### config.mk
export PLATFORM = sky130hd
export DESIGN_NAME = saph_fpu_arbiter
export DESIGN_NICKNAME = d
export VERILOG_FILES = /design/src/rtl/saph_fpu_arbiter.sv
export SDC_FILE = /design/constraint.sdc
export NUM_CORES = 1
export LEC_CHECK = 0
export CORE_AREA = 2 2 159 161
export CTS_CLUSTER_DIAMETER = 40
export CTS_CLUSTER_SIZE = 30
export DETAILED_ROUTE_END_ITERATION = 10
export DIE_AREA = 0 0 161 163
export GPL_TIMING_DRIVEN = 0
export HOLD_SLACK_MARGIN = 0.12
export MAX_ROUTING_LAYER = met4
export PLACE_DENSITY_LB_ADDON = 0.15
export SYNTH_ARGS = -nofsm -noshare
export SYNTH_HDL_FRONTEND = slang
export SYNTH_SLANG_ARGS = --single-unit
### constraint.sdc
create_clock -name clk -period 3.6 [get_ports clk]
set_clock_uncertainty 0.15 [all_clocks]
set_input_delay 1.08 -clock clk [delete_from_list [all_inputs] [get_ports clk]]
set_output_delay 1.08 -clock clk [all_outputs]
set_load 0.02 [all_outputs]
### src/rtl/saph_fpu_arbiter.sv
// saph_fpu_arbiter: shares one pipelined FPU between GPUS requesters.
// Grants one requester per cycle, records the issuer in a tag FIFO, and routes
// each returning result back to the GPU at the FIFO head.
// Optional feature macro: SAPH_FPU_ARB_RR_EN (round-robin pointer; undefined
// gives fixed priority with the lowest index winning).
module saph_fpu_arbiter #(
  parameter int unsigned GPUS  = 4,
  parameter int unsigned DEPTH = 4
) (
  input  logic                 clk,
  input  logic                 rst_n,
  input  logic [GPUS-1:0]      req_trig,
  input  logic [GPUS*32-1:0]   req_lhs,
  input  logic [GPUS*32-1:0]   req_rhs,
  input  logic [GPUS*2-1:0]    req_mode,
  output logic [GPUS-1:0]      req_ready,
  output logic [GPUS-1:0]      res_trig,
  output logic [31:0]          res_data,
  output logic                 fpu_d_trig,
  output logic [31:0]          fpu_d_lhs,
  output logic [31:0]          fpu_d_rhs,
  output logic [1:0]           fpu_d_mode,
  input  logic                 fpu_d_ready,
  input  logic                 fpu_q_trig,
  input  logic [31:0]          fpu_q_res,
  output logic                 busy,
  output logic                 err_underflow
);

  localparam int unsigned IW = (GPUS > 1) ? $clog2(GPUS) : 1;
  localparam int unsigned PW = (DEPTH > 1) ? $clog2(DEPTH) : 1;
  localparam int unsigned CW = $clog2(DEPTH) + 1;
  localparam logic [CW-1:0] FULL = CW'(DEPTH);

  logic [IW-1:0] ptr;
  logic [IW-1:0] grant_idx;
  logic          grant_any;
  logic          can_grant;
  logic          issue;
  logic          pop;
  logic [IW-1:0] head_tag;
  logic [IW-1:0] tag_mem [DEPTH];
  logic [PW-1:0] wr_ptr;
  logic [PW-1:0] rd_ptr;
  logic [CW-1:0] count;

  // Requester index reached by stepping off positions from base, modulo GPUS.
  function automatic logic [IW-1:0] wrap_idx(input logic [IW-1:0] base,
                                             input int unsigned   off);
    return IW'((32'(base) + off) % GPUS);
  endfunction

  // Grants are gated by reset, FPU readiness and a free tag slot; a pop in
  // the same cycle does not free the slot early.
  assign can_grant = rst_n & fpu_d_ready & (count != FULL);

  // Scan requesters starting at ptr and pick the first one asking.
  always_comb begin
    grant_any = 1'b0;
    grant_idx = '0;
    for (int unsigned k = 0; k < GPUS; k++) begin
      if (!grant_any && req_trig[wrap_idx(ptr, k)]) begin
        grant_any = 1'b1;
        grant_idx = wrap_idx(ptr, k);
      end
    end
  end

  assign issue = can_grant & grant_any;

  // Grant vector and issue bus; the bus is zero in cycles without an issue.
  always_comb begin
    req_ready  = '0;
    fpu_d_trig = 1'b0;
    fpu_d_lhs  = '0;
    fpu_d_rhs  = '0;
    fpu_d_mode = '0;
    if (issue) begin
      req_ready  = GPUS'(1) << grant_idx;
      fpu_d_trig = 1'b1;
      fpu_d_lhs  = req_lhs[32*32'(grant_idx) +: 32];
      fpu_d_rhs  = req_rhs[32*32'(grant_idx) +: 32];
      fpu_d_mode = req_mode[2*32'(grant_idx) +: 2];
    end
  end

  // A result pops the head tag only when one is outstanding.
  assign pop      = rst_n & fpu_q_trig & (count != '0);
  assign head_tag = tag_mem[rd_ptr];

  // Route the returning result to the GPU that issued the oldest operation.
  always_comb begin
    res_trig = '0;
    if (pop) begin
      res_trig = GPUS'(1) << head_tag;
    end
  end

  assign res_data = fpu_q_res;
  assign busy     = (count != '0);

`ifdef SAPH_FPU_ARB_RR_EN
  // Round-robin pointer moves just past the most recent winner.
  always_ff @(posedge clk or negedge rst_n) begin
    if (!rst_n) begin
      ptr <= '0;
    end else if (issue) begin
      ptr <= (32'(grant_idx) == GPUS - 1) ? '0 : grant_idx + 1'b1;
    end
  end
`else
  // Fixed priority: scanning always starts at requester 0.
  assign ptr = '0;
`endif

  // Tag FIFO: push the issuer on every issue, pop on every matched result.
  always_ff @(posedge clk or negedge rst_n) begin
    if (!rst_n) begin
      wr_ptr <= '0;
      rd_ptr <= '0;
      count  <= '0;
      for (int unsigned i = 0; i < DEPTH; i++) begin
        tag_mem[i] <= '0;
      end
    end else begin
      if (issue) begin
        tag_mem[wr_ptr] <= grant_idx;
        wr_ptr          <= wr_ptr + 1'b1;
      end
      if (pop) begin
        rd_ptr <= rd_ptr + 1'b1;
      end
      count <= count + CW'(issue) - CW'(pop);
    end
  end

  // Sticky flag for a result arriving with nothing outstanding.
  always_ff @(posedge clk or negedge rst_n) begin
    if (!rst_n) begin
      err_underflow <= 1'b0;
    end else if (fpu_q_trig && (count == '0)) begin
      err_underflow <= 1'b1;
    end
  end

endmodule

Word level (Yosys, flattened, before mapping)
Index checks and enable logic that the tools add are counted.

Register bits: 16. Latch bits: 0. Memory bits (writable): 0. Memory bits (read-only): 0. Output and inout bits: 109. Word-level logic and storage cells: 57. Memories: 0.

Add/sub/neg operators: 4. $mul: 0. Div/mod/pow operators: 0. Magnitude comparators: 3. Equal/unequal tests: 1. Shift-type cells: 5. Mux-type cells: 19. Bitwise logic cells: 7. Reductions and logical operators: 10.

Operators by type and width (count): $shiftx 128x8->32 (2); $mux 32 (2); $mux 2 (6); $bwmux 8 (1); $mux 4 (2); $shiftx 8x4->2 (1); $shl 1x2->4 const A (2); $ge 3x3->1 const B (2); $mux 1 (6); $not 2->3 (2); $and 1x1->1 (5); $logic_and 1x1->1 (5); $add 2x1->2 const B (2); $bmux 2 s2 (1); $demux 2 s2 (1); $add 3x1->3 (1); $logic_not 1->1 (3); $logic_not 3->1 (1); $lt 3x1->1 const B (1); $ne 3x3->1 const B (1); $reduce_bool 3->1 (1); $sub 3x1->3 (1).

Depth between registers and ports, before layout
Depth in word-level cells: 13. Depth in mapped cells: 8. Depth with buffers taken out: 7.

Worst setup path after synthesis
Ideal clock, no wire load.

Kind: input to output. Start: input port req_trig[1]. End: output port fpu_d_lhs[10]. Data arrival time: 2146 ps. Required time: 2370 ps. Setup slack: 224 ps. Stages: 6. Path through: buf_4 > or2_2 > buf_2 > buf_2 > a21oi_1 > o21a_1.

Cells in the longest elaborated chain, start to end: 10.

Ends and longest elaborated chain: start: declaration (RTL line 12) `input logic [GPUS-1:0] req_trig,`; $logic_and 1x1->1 * (RTL line 62) `if (!grant_any && req_trig[wrap_idx(ptr, k)]) begin`; $mux 1 (RTL line 62); $logic_not 1->1 (RTL line 62); $logic_and 1x1->1 (RTL line 62); $mux 1 (RTL line 62); $logic_not 1->1 (RTL line 62); $logic_and 1x1->1 (RTL line 62); $mux 2 / $mux 1 (equally long branches) (RTL line 62); $shiftx 128x8->32 / $and 1x1->1 (equally long branches) (RTL line 81, 69); $mux 32 * (RTL line 78) `if (issue) begin`; end: declaration (RTL line 20) `output logic [31:0] fpu_d_lhs,`.

Mark *: on every way between the ends. The rest lies on a longest branch, timed or not.

Final worst setup path
Start: input port req_trig[0]. End: output port fpu_d_rhs[19].

Cells in the longest elaborated chain, start to end: 12.

Ends and longest elaborated chain: $mux 1 * (RTL line 62); $logic_not 1->1 (RTL line 62); $logic_and 1x1->1 (RTL line 62); $mux 1 (RTL line 62); $logic_not 1->1 (RTL line 62); $logic_and 1x1->1 (RTL line 62); $mux 1 (RTL line 62); $logic_not 1->1 (RTL line 62); $logic_and 1x1->1 (RTL line 62); $mux 2 / $mux 1 (equally long branches) (RTL line 62); $shiftx 128x8->32 / $and 1x1->1 (equally long branches) (RTL line 82, 69); $mux 32 * (RTL line 78); end: declaration (RTL line 21) `output logic [31:0] fpu_d_rhs,`.

Marked as above.

==> out/results.txt <==
# rows = 58
H-Tree Depth = 1
Area leader, netlist = a21oi_1
WL per Instance = 19.9 um
PortBufs = 379
RSZ-0062 raised after global routing = yes
Arrival time worst endpoint = 2.33 ns
CP Capture Type = output port
Peak VDD IR = 221 uV
Final instance area = 0.00950 sq mm
IO Count = 413
Cell area power density = 221 mW/mm^2
CP dominant cell by count = buf_6
Routability cong. = 0.820
Critical Path, Cell by Cell = buf_2, buf_6, buf_6, buf_4, nand3b_1, a21oi_2, o21a_1, buf_6
Vias/cell = 4.61
Clock Latency Late Sink = 0.25 ns
First-pass GRT wire length = 41,900 um
Chip height = 163 um
Achievable Freq = 281 MHz
CP Buf/Inv Count = 5
CP delay by family, top = buffers and inverters
Max_cap viols = 0
Vias in the first global route = 6,772
Synth Flop Type = dfrtp_1
CTS tree = yes
Synth area leaders = a21oi_1 (20%), nand3b_1 (20%), o21a_1 (9.9%)
CP required = 2.37 ns
Mean Syn Cell Area = 6.84 sq um
Die Area = 0.0262 sq mm
Detailed Route WL = 28,600 um
Area post-placement = 0.00900 sq mm
Leakage power figure = 3.64 nW
Buffers from clock root to sink, at most = 2
Worst path max stage delay = 0.18 ns
Post-DRT Antenna Nets = 0
Post-synth EDFFs = 0
1st-iter DRT viols = 327
Commonest cells in the netlist = a21oi_1 (190), nand3b_1 (126), nand2b_1 (64), nor2b_1 (64), o21a_1 (63)
Crit path time final = 3.56 ns
FF+latch count, synth = 16
Final Setup Violations = 0
Largest net degree at the start of global routing = 19
Fin Hold WS = 0.346 ns
Share of synthesized flip-flops with an asynchronous set or reset = 1.00
Count of cell types in the netlist = 35
Initial core utilization = 0.194
CTS Root Cell = clkbuf_16
Fin. Hold Viols = 0
GRT Overall Usage = 0.211
Share of cells above drive strength 1 = 0.225
Vias = 6,620
Status = completed
Setup CP Type = in -> out
Area Growth Syn to Fin = 98.0%
Die width = 161 um
DRT Pass-1 Iters = 4
# clock sinks = 16
Hold WC Path Type = reg -> reg
Antenna violations before repair = 2
Core area = 0.0247 sq mm
CP Max Fanout = 10
Dpl ws = -1.76 ns
Dpl hpwl = 22,300 um
Slew Limit Fails = 0
CP max-delay cell = o21a_1
TritonCTS Buffers = 3
Post-Syn Instances = 701
Max_slew headroom = 0.525
Worst Tran Pin Value = 0.710 ns
Final net count = 1,416
Clock transition at path regs = 0.05 ns
DRC = 0
Post-synthesis sequential area ratio = 0.0835
Total power = 2.10 mW
Final worst slack = 0.0402 ns
Startpoint Class = primary input
Period utilisation layout = 0.989
Count leader, synth = a21oi_1
Yosys warns = 0
GR Overflow Total = 0
Syn Nets = 1,012
Yosys top cell area share = 0.198
Mapped Area = 0.00480 sq mm
per-layer routing:
metal / GRT usage / vias to the layer above / wire, um
met4: 0.0219 / 0 / 278
met1: 0.251 / 3106 / 11900
li1: - / 3262 / -
met2: 0.389 / 236 / 14800
met3: 0.0328 / 16 / 1650
met5: - / - / 0
layout by cell type (no fill, tap or decap), types with 6 or more instances in the layout:
cell / n
ha_1: 6
buf_2: 30
a21oi_1: 165
dfrtp_1: 16
nand2b_1: 64
buf_4: 97
clkdlybuf4s50_1: 299
nor2b_1: 64
o21a_1: 63
buf_6: 28
a21oi_2: 25
inv_1: 12
clkbuf_2: 24
nand3b_1: 126
mux2_2: 9
state kept, by name, indices dropped and copies added (netlist names):
register / flops
rd_ptr: 2
count: 3
err_underflow: 1
tag_mem: 8
wr_ptr: 2
report_power, final:
part | switching, mW | internal [mW] | leakage (nW)
sequential | 0.0712 | 0.267 | 0.195
clock | 0.0722 | 0.169 | 0.0442
combinational | 0.686 | 0.833 | 3.40
logic make-up after synthesis:
kind of cell | share of synthesized area
simple gates | 0.407
xor+xnor | 0.00913
buf+inv | 0.137
mux | 0.0305
fa+ha+maj | 0.0198
compound gates | 0.313
flops | 0.0835
stage by stage:
step | cells | utilization | TNS (ns)
after CTS | 1428 | 0.377 | -0.166
after global placement | 1410 | 0.365 | -121.66
after detailed placement | 1410 | 0.365 | -124.48
after floorplan | 701 | - | 0
final | 1437 | 0.385 | 0
after global routing | 1436 | 0.385 | -0.194
cell type report:
cell class | instances | area (sq um)
tap | 330 | 413
inverter | 12 | 45.0
clock buffer | 4 | 88.8
multi-input combinational | 569 | 3890
sequential | 16 | 400
buffer | 102 | 781
antenna | 3 | 7.51
fill | 2659 | 15200
timing repair buffer | 401 | 3870
timing repair:
action,4_1_cts,5_1_grt
gates cloned,5,0
gates resized for setup,421,85
buffers inserted,10,11
pin swaps,3,15
endpoints found under the setup margin,77,65
hold buffers,0,0
endpoints found under the hold margin,0,0
worst paths after layout:
check	startpoint	to	slack [ns]	cells after the start
hold / removal	tag_mem[3]$_DFFE_PN0P_	tag_mem[3]$_DFFE_PN0P_	0.35	1
min in group asynchronous	rst_n	rd_ptr[0]$_DFFE_PN0P_	0.47	1
hold reg to reg	tag_mem[3]$_DFFE_PN0P_	tag_mem[3]$_DFFE_PN0P_	0.35	1
max in group asynchronous	rst_n	tag_mem[7]$_DFFE_PN0P_	2.59	2
setup reg to reg	count[0]$_DFF_PN0_	count[2]$_DFF_PN0_	0.99	7
setup / recovery	req_trig[0]	fpu_d_rhs[19]	0.04	8
(Power assumes the default switching activity.)
